<file path="src/rtl/memory_arbiter.sv">
// memory_arbiter: per-core request FIFOs feeding a round-robin issue stage toward the
// shared memory controller, plus zero-latency response demux by core_id.
package memory_arbiter_pkg;
  localparam int CORE_ID_W = 3;

  typedef enum logic [1:0] {
    READ_REQ  = 2'd0,
    WRITE_REQ = 2'd1,
    READ_RSP  = 2'd2,
    WRITE_RSP = 2'd3
  } access_t;

  typedef struct packed {
    logic                 vld;
    logic [CORE_ID_W-1:0] core_id;
    access_t              access_type;
    logic [3:0]           access_id;
    logic [15:0]          addr;
    logic [31:0]          data;
    logic [3:0]           byte_en;
  } request_t;
endpackage

module memory_arbiter
  import memory_arbiter_pkg::*;
#(
  parameter int NUM_CORES  = 4,
  parameter int FIFO_DEPTH = 2
) (
  input  logic                 clk,
  input  logic                 reset,
  input  request_t             core_req [NUM_CORES],
  output logic [NUM_CORES-1:0] core_req_rdy,
  output request_t             core_rsp [NUM_CORES],
  output request_t             mem_req,
  input  request_t             mem_rsp,
  output logic                 rsp_err
);

  localparam int PTR_W = $clog2(FIFO_DEPTH);
  localparam int CNT_W = PTR_W + 1;
  localparam int IDX_W = $clog2(NUM_CORES);

  request_t             r_fifoMem [NUM_CORES][FIFO_DEPTH];
  logic [PTR_W-1:0]     r_wrPtr   [NUM_CORES];
  logic [PTR_W-1:0]     r_rdPtr   [NUM_CORES];
  logic [CNT_W-1:0]     r_count   [NUM_CORES];
  logic [IDX_W-1:0]     r_rrPtr;
  request_t             r_memReq;
  logic                 r_rspErr;

  logic [NUM_CORES-1:0] w_push;
  logic [NUM_CORES-1:0] w_pop;
  logic [NUM_CORES-1:0] w_notEmpty;
  logic                 w_grant;
  logic [IDX_W-1:0]     w_grantIdx;
  request_t             w_head;
  logic                 w_badId;

  // Both operands are below NUM_CORES, so one conditional subtract performs the wrap.
  function automatic logic [IDX_W-1:0] rrIndex(input logic [IDX_W-1:0] base, input int off);
    int sum;
    sum = int'(base) + off;
    if (sum >= NUM_CORES) sum = sum - NUM_CORES;
    return IDX_W'(sum);
  endfunction

  always_comb begin
    for (int i = 0; i < NUM_CORES; i++) begin
      w_notEmpty[i]   = (r_count[i] != '0);
      core_req_rdy[i] = (r_count[i] != CNT_W'(FIFO_DEPTH));
      w_push[i]       = core_req[i].vld & core_req_rdy[i];
    end
  end

  always_comb begin
    w_grant    = 1'b0;
    w_grantIdx = '0;
    for (int k = 0; k < NUM_CORES; k++) begin
      if (!w_grant && w_notEmpty[rrIndex(r_rrPtr, k)]) begin
        w_grant    = 1'b1;
        w_grantIdx = rrIndex(r_rrPtr, k);
      end
    end
    w_pop = '0;
    if (w_grant) w_pop[w_grantIdx] = 1'b1;
    w_head = r_fifoMem[w_grantIdx][r_rdPtr[w_grantIdx]];
  end

  always_ff @(posedge clk or negedge reset) begin
    if (!reset) begin
      for (int i = 0; i < NUM_CORES; i++) begin
        r_wrPtr[i] <= '0;
        r_rdPtr[i] <= '0;
        r_count[i] <= '0;
      end
    end else begin
      for (int i = 0; i < NUM_CORES; i++) begin
        if (w_push[i]) r_wrPtr[i] <= r_wrPtr[i] + PTR_W'(1);
        if (w_pop[i])  r_rdPtr[i] <= r_rdPtr[i] + PTR_W'(1);
        case ({w_push[i], w_pop[i]})
          2'b10:   r_count[i] <= r_count[i] + CNT_W'(1);
          2'b01:   r_count[i] <= r_count[i] - CNT_W'(1);
          default: r_count[i] <= r_count[i];
        endcase
      end
    end
  end

  // Storage needs no reset: emptiness is tracked solely by the counts.
  always_ff @(posedge clk) begin
    for (int i = 0; i < NUM_CORES; i++) begin
      if (w_push[i]) r_fifoMem[i][r_wrPtr[i]] <= core_req[i];
    end
  end

  always_ff @(posedge clk or negedge reset) begin
    if (!reset) begin
      r_memReq <= '0;
      r_rrPtr  <= '0;
    end else if (w_grant) begin
      r_memReq         <= w_head;
      r_memReq.vld     <= 1'b1;
      r_memReq.core_id <= CORE_ID_W'(w_grantIdx);
      r_rrPtr          <= rrIndex(w_grantIdx, 1);
    end else begin
      r_memReq.vld <= 1'b0;
    end
  end

  always_comb begin
    for (int i = 0; i < NUM_CORES; i++) begin
      core_rsp[i]     = mem_rsp;
      core_rsp[i].vld = mem_rsp.vld && (mem_rsp.core_id == CORE_ID_W'(i));
    end
  end

  assign w_badId = mem_rsp.vld && (int'(mem_rsp.core_id) >= NUM_CORES);

  always_ff @(posedge clk or negedge reset) begin
    if (!reset)       r_rspErr <= 1'b0;
    else if (w_badId) r_rspErr <= 1'b1;
  end

  assign mem_req = r_memReq;
  assign rsp_err = r_rspErr;

endmodule

</file>
<file path="config.mk">
export PLATFORM = sky130hd
export DESIGN_NAME = memory_arbiter
export DESIGN_NICKNAME = d
export VERILOG_FILES = /design/src/rtl/memory_arbiter.sv
export SDC_FILE = /design/constraint.sdc
export NUM_CORES = 1
export LEC_CHECK = 0
export CAP_MARGIN = 40
export CORE_AREA = 2 2 247 249
export CTS_CLUSTER_SIZE = 8
export DETAILED_ROUTE_END_ITERATION = 7
export DIE_AREA = 0 0 249 251
export HOLD_SLACK_MARGIN = 0.03
export PLACE_DENSITY = 0.78
export SETUP_SLACK_MARGIN = 0.15
export SYNTH_ARGS = -nofsm -noshare
export SYNTH_HDL_FRONTEND = slang
export SYNTH_SLANG_ARGS = --single-unit
</file>
<file path="constraint.sdc">
create_clock -name clk -period 5.77 [get_ports clk]
set_clock_uncertainty 0.1 [all_clocks]
set_input_delay 0.8655 -clock clk [delete_from_list [all_inputs] [get_ports clk]]
set_output_delay 0.8655 -clock clk [all_outputs]
set_load 0.1 [all_outputs]
</file>
==> summary.md, run 1 <==
| Metric | Value |
|---|---|
| Status | `finished clean` |
| Post-synthesis register bit count | `544` |
| Post-synth cell types | `42` |
| Clock insertion delay at the later pin of the skew report | `0.60 ns` |
| Synth Flop Type | `edfxtp_1` |
| Switch share | `40.2%` |
| Worst path cell trace | `clkdlybuf4s50_1 > nor2b_1 > nor3b_1 > clkdlybuf4s50_1 > buf_8` |
| Total Die Area | `0.0625 mm²` |
| Drt first pass iters | `6` |
| Combinational power share | `between 50% and 60%` |
| First-pass GRT wire length | `104 mm` |
| CTS max path bufs | `3` |
| Drt wl/cell | `28.5 µm` |
| Post-Syn Area per Cell | `15.0 µm²` |
| Grt met2 use | `39.2%` |
| Post-CTS Setup Inserts | `0` |
| GRT overflow | `0` |
| Post-synthesis net count | `around 1.9k` |
| Post-synthesis adder-cell area fraction | `0.214%` |
| Final non-filler cell total | `2572` |
| Complex-gate fraction of the synthesized area | `10.7%` |
| Die width | `249 µm` |
| Initial antenna violation count | `14` |
| Initial Util | `39.2%` |
| CTS Hold Bufs | `0` |
| CP Launch Type | `input port` |
| Crit path top cell by count | `clkdlybuf4s50_1` |
| Post-synthesis cell area | `between 0.02 and 0.025 mm²` |
| Via/cell ratio | `5.51` |
| DR vias | `14.2k` |
| Slew Limit Headroom | `roughly two fifths` |
| Dpl ws | `about 2.1 ns` |
| Asr flop ratio synth | `roughly 15%` |
| WS Path Type | `input port to output pin` |
| Final Critical Period | `3.72 ns` |
| Met3 GRT Util | `10.2%` |
| Filler cell count | `about 4.8k` |
| Final Hold Viols | `0` |
| Num ports | `627` |
| Largest net degree at the start of global routing | `105` |
| Worst endpoint required time | `around 4.8 ns` |
| Clock slew at the register clock pins of the worst setup and hold paths | `0.05 ns` |
| CP max-delay cell | `clkdlybuf4s50_1` |
| Critical path arrival | `approximately 2.8 ns` |
| Vias in the first global route | `approximately 15k` |
| Nets@finish | `between 2k and 2.5k` |
| Routability Congestion | `0.841` |
| Clock network power share | `between 20% and 30%` |
| Final period util | `64.4%` |
| GRT Resource Usage Total | `23.0%` |
| VDD IR-drop max | `0.585 mV` |
| Slew Viols, Final | `0` |
| Internal power | `0.0126 W` |
| XOR/XNOR Fraction of Synth Area | `less than 1%` |
| Post-synth EDFFs | `around 460` |
| Synth-to-layout area growth | `26.3%` |
| Slew @ Worst Pin | `approximately 0.88 ns` |
| Die Ht | `around 250 µm` |
| CTS tree | `built` |
| Yosys warning count | `0` |
| Worst Path Max Fanout | `6` |
| Static leakage | `roughly 11 nW` |
| Met1 track demand over resource | `between 20% and 30%` |
| Sw Pwr | `0.00845 W` |
| Max-cap violations | `0` |
| Input/output buffers | `roughly 320` |
| CTS buffer count | `78` |
| GR peak layer | `met2` |
| Seq pwr share | `28.2%` |
| Pwr dens | `711 mW/mm²` |
| Clock sink total | `544` |
| Post-CTS Resized | `0` |
| Placed cells | `2427` |
| Drt total wl | `73.4 mm` |
| RSZ-0062 raised after global routing | `false` |
| Hold Crit Class | `input port to asynchronous set/reset pin` |
| Multiplexer share of the synthesized area | `5.27%` |
| Share of cells above drive strength 1 | `16.2%` |
| Num rows | `90` |
| CP peak stage delay | `0.57 ns` |
| Setup TNS | `0 ns` |
| Largest family of logic cells by synthesized area | `compound AO/OA/AOI/OAI gates` |
| HPWL after detailed placement | `49.4 mm` |
| Synthesized instance count | `1556` |
| Htree depth | `3` |
| Register area share after synthesis | `68.1%` |
| CTS Root Cell | `clkbuf_16` |
| Core footprint | `0.0598 mm²` |
| Post-Synth Simple-Gate Area | `between 5 and 6%` |
| Number of nets with antenna violations after routing | `0` |
| Residual DRC | `0` |
| Final setup vio count | `0` |
| Crit end category | `output pin` |
| FMAX | `269 MHz` |
| Final Util | `49.5%` |
| Starting DRC count in detailed routing | `1260` |
| Final worst setup slack | `roughly 2 ns` |
-- cells in the final DEF, fill, tap and decap left out, types with 54 or more instances in the layout --
master,n
a21o_1,60
a21oi_1,60
a221oi_1,58
and2_1,58
buf_8,54
clkbuf_16,80
clkdlybuf4s50_1,316
dfrtp_1,80
edfxtp_1,464
mux2_2,58
mux2i_1,58
nand2_1,67
nand2b_1,62
o31a_1,58
-- per-layer routing --
| metal | vias to the layer above | routed length, µm |
|---|---|---|
| met5 | - | 161 |
| met4 | 16 | 4050 |
| met3 | 213 | 9050 |
| met1 | 6925 | 23900 |
| li1 | 5971 | - |
| met2 | 1057 | 36300 |
-- Yosys cell counts, types with 40 or more instances --
master | instances | area (µm²)
dfrtp_1 | 80 | 2000
o221a_1 | 40 | 450
mux2i_1 | 58 | 581
edfxtp_1 | 464 | 13900
buf_4 | 257 | 1930
mux2_2 | 58 | 653
a21o_1 | 60 | 450
clkbuf_1 | 42 | 158
nand2b_1 | 62 | 388
nand2_1 | 67 | 251
a221oi_1 | 58 | 508
a21oi_1 | 60 | 300
o31a_1 | 58 | 508
and2_1 | 58 | 363
-- through the flow --
step,instance area (µm²),hold WS [ns],power [W]
floorplan,23400,0.334,0.0139
detailed placement,27200,0.347,0.0167
finish,29600,0.208,0.0210
global placement,25700,0.345,0.0153
CTS,29500,0.164,0.0211
global route,29600,0.206,0.0220
-- sequential cells by signal, indices dropped and copies added, names as in the netlist --
name,flops
r_rrPtr,2
r_count,8
r_fifoMem,464
r_rdPtr,4
rsp_err,1
mem_req,61
r_wrPtr,4
-- cell families (layout without fill, tap and decap cells) --
kind of cell,count (synthesis),count (layout)
other cells,1,7
xor+xnor,20,20
flops,544,544
mux,116,116
fa+ha+maj,4,4
compound gates,304,304
simple gates,228,228
buf+inv,339,567
-- layout make-up --
class	instances	area (µm²)	share of cell area, %
repair buffers	426	5040	17.0
clock buffers	131	2190	7.42
inverters	3	11.3	0.0381
multi-input cells	673	5280	17.8
flip-flops and latches	544	15900	53.9
well taps	782	978	3.31
diodes	6	15.0	0.0508
clock inverters	7	128	0.432
-- power by group through the flow --
stage | combinational, W | clock [W] | sequential [W]
finish | 0.0108 | 0.00428 | 0.00593
global route | 0.0114 | 0.00453 | 0.00601
CTS | 0.0108 | 0.00435 | 0.00592
detailed placement | 0.0108 | 0 | 0.00598
global placement | 0.00936 | 0 | 0.00594
floorplan | 0.00638 | 0 | 0.00749
-- path summary, 6_finish.rpt --
kind / from / end / slack, ns / depth (start not counted)
worst max-delay path: mem_rsp[60] / core_rsp[247] / 2.05 / 5
worst min-delay path: reset / mem_req[38]$_DFFE_PN0P_ / 0.21 / 1
worst max register to register: r_count[2]$_DFFE_PN0P_ / mem_req[25]$_DFFE_PN0P_ / 2.37 / 8
worst min register to register: rsp_err$_DFFE_PN0P_ / rsp_err$_DFFE_PN0P_ / 0.36 / 1
max in group asynchronous: reset / mem_req[7]$_DFFE_PN0P_ / 4.16 / 2
min in group clk: rsp_err$_DFFE_PN0P_ / rsp_err$_DFFE_PN0P_ / 0.36 / 1
-- critical path: cells and delay by family --
kind	cells	cell delay, ns
AND/OR/NAND/NOR	2	0.56
buffers and inverters	3	1.32
No activity file was read; power rests on OpenSTA's default activity.
==> run 2, diff against run 1 <==
Settings changed: CORE_AREA 2 2 247 249 to 2 2 241 243, DIE_AREA 0 0 249 251 to 0 0 243 245, PLACE_DENSITY 0.78 to 0.83.
Clock period 5.77 ns to 3.2 ns, I/O delays scaled along.
==> summary.md, run 2 (synthesis results as in run 1) <==
| Metric | Value |
|---|---|
| Status | `finished clean (unchanged)` |
| CP Launch Type | `register (was input port)` |
| Hold Crit Class | `input port to asynchronous set/reset pin (unchanged)` |
| Max FFs per register | `464 (unchanged)` |
| Filler cell count | `4667 (was 4761)` |
| Input/output buffers | `323 (unchanged)` |
| First-pass GRT wire length | `101 mm (was 104 mm)` |
| Max-cap violations | `0 (unchanged)` |
| Slew Viols, Final | `0 (unchanged)` |
| Final Critical Period | `about 3 ns` |
| Starting DRC count in detailed routing | `1196 (was 1260)` |
| Die width | `243 µm (was 249 µm)` |
| Setup TNS | `0 ns (unchanged)` |
| Dpl ws | `0.0514 ns (was 2.06 ns)` |
| Worst path cell trace | `or2_1 > or3_1 > buf_4 > nand3_4 > buf_16 > mux2_2 > o221a_2 > o31a_1 (was clkdlybuf4s50_1 > nor2b_1 > nor3b_1 > clkdlybuf4s50_1 > buf_8)` |
| Slew @ Worst Pin | `0.990 ns (was 0.882 ns)` |
| Pwr dens | `1300 mW/mm² (was 711 mW/mm²)` |
| Clock insertion delay at the later pin of the skew report | `0.61 ns (was 0.60 ns)` |
| Htree depth | `3 (unchanged)` |
| Total Die Area | `0.0595 mm² (was 0.0625 mm²)` |
| Residual DRC | `0 (unchanged)` |
| Commonest non-fill, non-tap cell in the layout | `edfxtp_1 (unchanged)` |
| Critical path arrival | `3.37 ns (was 2.75 ns)` |
| Slew Limit Headroom | `34.0% (was 41.2%)` |
| DR vias | `14.0k (was 14.2k)` |
| Clock sink total | `544 (unchanged)` |
| CP peak stage delay | `0.42 ns (was 0.57 ns)` |
| Clock slew at the register clock pins of the worst setup and hold paths | `0.05 ns (about the same)` |
| Routability Congestion | `0.847 (was 0.841)` |
| CTS max path bufs | `3 (unchanged)` |
| Drt first pass iters | `7 (was 6)` |
| Vias in the first global route | `14.8k (was 15.1k)` |
| Commonest cells after routing, fill and taps aside | `edfxtp_1 (464), clkdlybuf4s50_1 (240), buf_4 (106), clkbuf_16 (80), dfrtp_1 (80) (was edfxtp_1 (464), clkdlybuf4s50_1 (316), clkbuf_16 (80), dfrtp_1 (80), nand2_1 (67))` |
| Num ports | `627 (unchanged)` |
| Final setup vio count | `0 (unchanged)` |
| GRT overflow | `0 (unchanged)` |
| GRT Resource Usage Total | `23.3% (was 23.0%)` |
| Final Hold Viols | `0 (unchanged)` |
| CP delay by family, top | `simple AND/OR/NAND/NOR gates (was buffers and inverters)` |
| Crit end category | `register (was output pin)` |
| Worst Path Max Fanout | `76 (was 6)` |
| RSZ-0062 raised after global routing | `true (was false)` |
| Final period util | `93.5%` |
| Worst endpoint required time | `3.58 ns (was 4.80 ns)` |
| HPWL after detailed placement | `48.0 mm (was 49.4 mm)` |
| Drt total wl | `71.6 mm (was 73.4 mm)` |
| Drt wl/cell | `28.7 µm (was 28.5 µm)` |
| Largest net degree at the start of global routing | `77 (was 105)` |
| Initial antenna violation count | `8 (was 14)` |
| Via/cell ratio | `5.60 (was 5.51)` |
| Die Ht | `245 µm (was 251 µm)` |
| CTS buffer count | `78 (unchanged)` |
| Share of cells above drive strength 1 | `17.7% (was 16.2%)` |
| Initial Util | `41.1% (was 39.2%)` |
| Final worst setup slack | `0.209 ns (was 2.05 ns)` |
| CTS Root Cell | `clkbuf_16 (unchanged)` |
| Core footprint | `0.0570 mm² (was 0.0598 mm²)` |
| Num rows | `88 (was 90)` |
| Nets@finish | `1981 (was 2042)` |
| FMAX | `334 MHz` |
| Static leakage | `10.0 nW (was 10.5 nW)` |
| Number of nets with antenna violations after routing | `0 (unchanged)` |
| CP max-delay cell | `dfrtp_1 (was clkdlybuf4s50_1)` |
| VDD IR-drop max | `1.11 mV (was 0.585 mV)` |
| WS Path Type | `register to register (was input port to output pin)` |
| Worst Path Buf+Inv | `2 (was 3)` |
| Synth-to-layout area growth | `19.8% (was 26.3%)` |
| CTS tree | `built (unchanged)` |
==> run 2: report_power, final <==
part           internal [W]  switching [W]
sequential           0.0100       0.000732
combinational       0.00677         0.0114
clock               0.00461        0.00301
==> run 2: what timing repair did <==
| item | in CTS | in global routing |
|---|---|---|
| gates cloned | 0 | 1 |
| buffers inserted | 1 | 0 |
| setup endpoints to repair | 52 | 38 |
| pin swaps | 1 | 0 |
| gates resized for setup | 1 | 3 |
| endpoints found under the hold margin | 37 | 0 |
| hold buffers | 1 | 0 |
==> run 2: worst register-to-register path, delay by kind of cell (launching register included) <==
| family | cells | cell delay (ns) |
|---|---|---|
| AOI/OAI and AO/OA | 2 | 0.51 |
| muxes | 1 | 0.52 |
| and+or+nand+nor | 3 | 0.82 |
| buffers and inverters | 2 | 0.49 |
| DFF | 1 | 0.42 |
==> run 2: worst paths after layout <==
kind	from	endpoint	slack, ns	depth (start not counted)
setup reg to reg	r_count[4]$_DFFE_PN0P_	mem_req[10]$_DFFE_PN0P_	0.21	8
setup / recovery	r_count[4]$_DFFE_PN0P_	mem_req[10]$_DFFE_PN0P_	0.21	8
hold reg to reg	rsp_err$_DFFE_PN0P_	rsp_err$_DFFE_PN0P_	0.37	1
hold / removal	reset	mem_req[40]$_DFFE_PN0P_	0.34	2
max in group asynchronous	reset	mem_req[4]$_DFFE_PN0P_	1.90	3
min in group clk	core_req[204]	r_fifoMem[0][18]$_DFFE_PP_	0.35	1
==> run 2: layout make-up <==
type,count,area [µm²],area share [%]
sequential,544,15900,56.8
multi-input combinational,673,5290,18.9
timing repair buffer,365,3580,12.8
clock buffer,132,2180,7.76
tap,765,957,3.41
clock inverter,8,97.6,0.348
inverter,3,11.3,0.0401
antenna,1,2.50,0.00892
==> run 2: routing by layer <==
layer / wire length, µm / part of all wire (%) / track usage, % / up-vias
met1: 23300 / 32 / 23.6 / 6858
met4: 4140 / 5.8 / 13.5 / 14
li1: - / - / - / 5864
met5: 169 / 0.24 / 1.63 / -
met2: 35200 / 49 / 39.4 / 1016
met3: 8770 / 12 / 10.7 / 203
==> run 2: through the flow <==
step | util (%) | total power, W | hold slack (ns) | instances | instance area [µm²]
detailed placement | 45.1 | 0.0287 | 0.355 | 2347 | 25700
CTS | 49.1 | 0.0364 | 0.313 | 2489 | 28000
global route | 49.2 | 0.0380 | 0.333 | 2491 | 28000
floorplan | - | 0.0250 | 0.0844 | 1556 | 23500
finish | 49.2 | 0.0365 | 0.344 | 2491 | 28000
global placement | 45.1 | 0.0279 | 0.346 | 2347 | 25700
==> run 3, diff against run 2 <==
Settings changed: CAP_MARGIN 40 to 20, RECOVER_POWER set to 25.
==> summary.md, run 3 (synthesis results as in run 1) <==
| Metric | Value |
|---|---|
| Worst Path Buf+Inv | `2 (unchanged)` |
| Share of cells above drive strength 1 | `17.7% (unchanged)` |
| Setup TNS | `0 ns (unchanged)` |
| CP peak stage delay | `0.42 ns (about the same)` |
| Num ports | `627 (unchanged)` |
| Drt total wl | `71.8 mm (was 71.6 mm)` |
| Number of nets with antenna violations after routing | `0 (unchanged)` |
| CTS max path bufs | `3 (unchanged)` |
| Crit end category | `register (unchanged)` |
| Commonest cells after routing, fill and taps aside | `edfxtp_1 (464), dlygate4sd3_1 (181), buf_4 (106), clkbuf_16 (80), dfrtp_1 (80) (was edfxtp_1 (464), clkdlybuf4s50_1 (240), buf_4 (106), clkbuf_16 (80), dfrtp_1 (80))` |
| RSZ-0062 raised after global routing | `true (unchanged)` |
| Final Util | `49.2% (about the same)` |
| GRT overflow | `0 (unchanged)` |
| Initial Util | `41.1% (unchanged)` |
| GRT Resource Usage Total | `23.3% (unchanged)` |
| Critical path arrival | `3.38 ns (was 3.37 ns)` |
| Drt first pass iters | `7 (unchanged)` |
| CP Launch Type | `register (unchanged)` |
| Static leakage | `10.0 nW (about the same)` |
| Input/output buffers | `323 (unchanged)` |
| Clock insertion delay at the later pin of the skew report | `0.61 ns (about the same)` |
| Clock slew at the register clock pins of the worst setup and hold paths | `0.05 ns (about the same)` |
| Nets@finish | `1981 (unchanged)` |
| First-pass GRT wire length | `101 mm (unchanged)` |
| Max-cap violations | `0 (unchanged)` |
| Routability Congestion | `0.847 (unchanged)` |
| FMAX | `333 MHz (was 334 MHz)` |
| Commonest non-fill, non-tap cell in the layout | `edfxtp_1 (unchanged)` |
| Final Hold Viols | `0 (unchanged)` |
| Worst Path Max Fanout | `76 (unchanged)` |
| Final period util | `93.7% (was 93.5%)` |
| Core footprint | `0.0570 mm² (unchanged)` |
| Worst path cell trace | `or2_1 > or3_1 > buf_4 > nand3_4 > buf_16 > mux2_2 > o221a_2 > o31a_1 (unchanged)` |
| WS Path Type | `register to register (unchanged)` |
| CTS tree | `built (unchanged)` |
| Final Critical Period | `3.00 ns (was 2.99 ns)` |
| CTS buffer count | `78 (unchanged)` |
| HPWL after detailed placement | `48.0 mm (unchanged)` |
| Max FFs per register | `464 (unchanged)` |
| Via/cell ratio | `5.59 (was 5.60)` |
| Die Ht | `245 µm (unchanged)` |
| Drt wl/cell | `28.7 µm (about the same)` |
| Total Die Area | `0.0595 mm² (unchanged)` |
| Slew @ Worst Pin | `0.983 ns (was 0.990 ns)` |
| Die width | `243 µm (unchanged)` |
| Slew Limit Headroom | `34.4% (was 34.0%)` |
| Hold WS | `0.340 ns (was 0.344 ns)` |
| Worst endpoint required time | `3.58 ns (about the same)` |
| Starting DRC count in detailed routing | `1310 (was 1196)` |
| Vias in the first global route | `14.8k (unchanged)` |
| Slew Viols, Final | `0 (unchanged)` |
| Num rows | `88 (unchanged)` |
| Final setup vio count | `0 (unchanged)` |
| CP max-delay cell | `dfrtp_1 (unchanged)` |
| Largest net degree at the start of global routing | `77 (unchanged)` |
| Htree depth | `3 (unchanged)` |
| Status | `finished clean (unchanged)` |
| DR vias | `14.0k (about the same)` |
| Initial antenna violation count | `17 (was 8)` |
| VDD IR-drop max | `1.11 mV (about the same)` |
| CP delay by family, top | `simple AND/OR/NAND/NOR gates (unchanged)` |
| Pwr dens | `1300 mW/mm² (about the same)` |
| Clock sink total | `544 (unchanged)` |
| Hold Crit Class | `input port to asynchronous set/reset pin (unchanged)` |
| Residual DRC | `0 (unchanged)` |
| Synth-to-layout area growth | `19.9% (was 19.8%)` |
| CTS Root Cell | `clkbuf_16 (unchanged)` |
[run 3: changes by cell type in the layout (fill, tap and decap cells not counted)]
cell	before	now
dlygate4sd3_1	1	181
diode_2	1	11
clkdlybuf4s50_1	240	60
[run 3: through the flow]
stage / area (µm²) / std cells / setup WS, ns / total power (W)
finish: 28100 / 2501 / 0.201 / 0.0365
floorplan: 23500 / 1556 / 0.194 / 0.0250
global placement: 25700 / 2347 / 0.198 / 0.0279
global route: 28100 / 2495 / 0.137 / 0.0380
CTS: 28000 / 2489 / 0.202 / 0.0364
detailed placement: 25700 / 2347 / 0.0514 / 0.0287
[run 3: metal layers]
| layer | routed length (µm) | vias to the layer above | global-route usage, % |
|---|---|---|---|
| met1 | 23300 | 6876 | 23.6 |
| met2 | 35700 | 1018 | 39.4 |
| met4 | 3950 | 20 | 13.5 |
| met5 | 201 | - | 1.63 |
| li1 | - | 5865 | - |
| met3 | 8720 | 202 | 10.7 |
[run 3: area by class of cell]
| cell class | instances | area (µm²) |
|---|---|---|
| Fill cell | 4662 | 29000 |
| Sequential cell | 544 | 15900 |
| Multi-Input combinational cell | 673 | 5290 |
| Timing Repair Buffer | 365 | 3580 |
| Clock buffer | 132 | 2180 |
| Tap cell | 765 | 957 |
| Clock inverter | 8 | 97.6 |
| Antenna cell | 11 | 27.5 |
| Inverter | 3 | 11.3 |
[run 3: power by group]
group | switching, W | total, W | internal (W)
sequential | 0.000738 | 0.0107 | 0.0100
combinational | 0.0114 | 0.0181 | 0.00672
clock | 0.00302 | 0.00763 | 0.00461
total | 0.0152 | 0.0365 | 0.0213
[run 3: worst paths after layout]
path,from,end,slack (ns),depth (start not counted)
max,r_count[4]$_DFFE_PN0P_,mem_req[10]$_DFFE_PN0P_,0.20,8
min,reset,mem_req[40]$_DFFE_PN0P_,0.34,2
max reg2reg,r_count[4]$_DFFE_PN0P_,mem_req[10]$_DFFE_PN0P_,0.20,8
min reg2reg,rsp_err$_DFFE_PN0P_,rsp_err$_DFFE_PN0P_,0.37,1
max in group asynchronous,reset,mem_req[4]$_DFFE_PN0P_,1.90,3
min in group clk,rsp_err$_DFFE_PN0P_,rsp_err$_DFFE_PN0P_,0.37,1
[run 3: timing repair]
| action | 4_1_cts | 5_1_grt |
|---|---|---|
| buffers inserted | 1 | 0 |
| resized for setup | 1 | 3 |
| pin swaps | 1 | 0 |
| hold buffers | 1 | 0 |
| gates cloned | 0 | 1 |
| endpoints found under the setup margin | 52 | 38 |
| hold endpoints to repair | 37 | 0 |
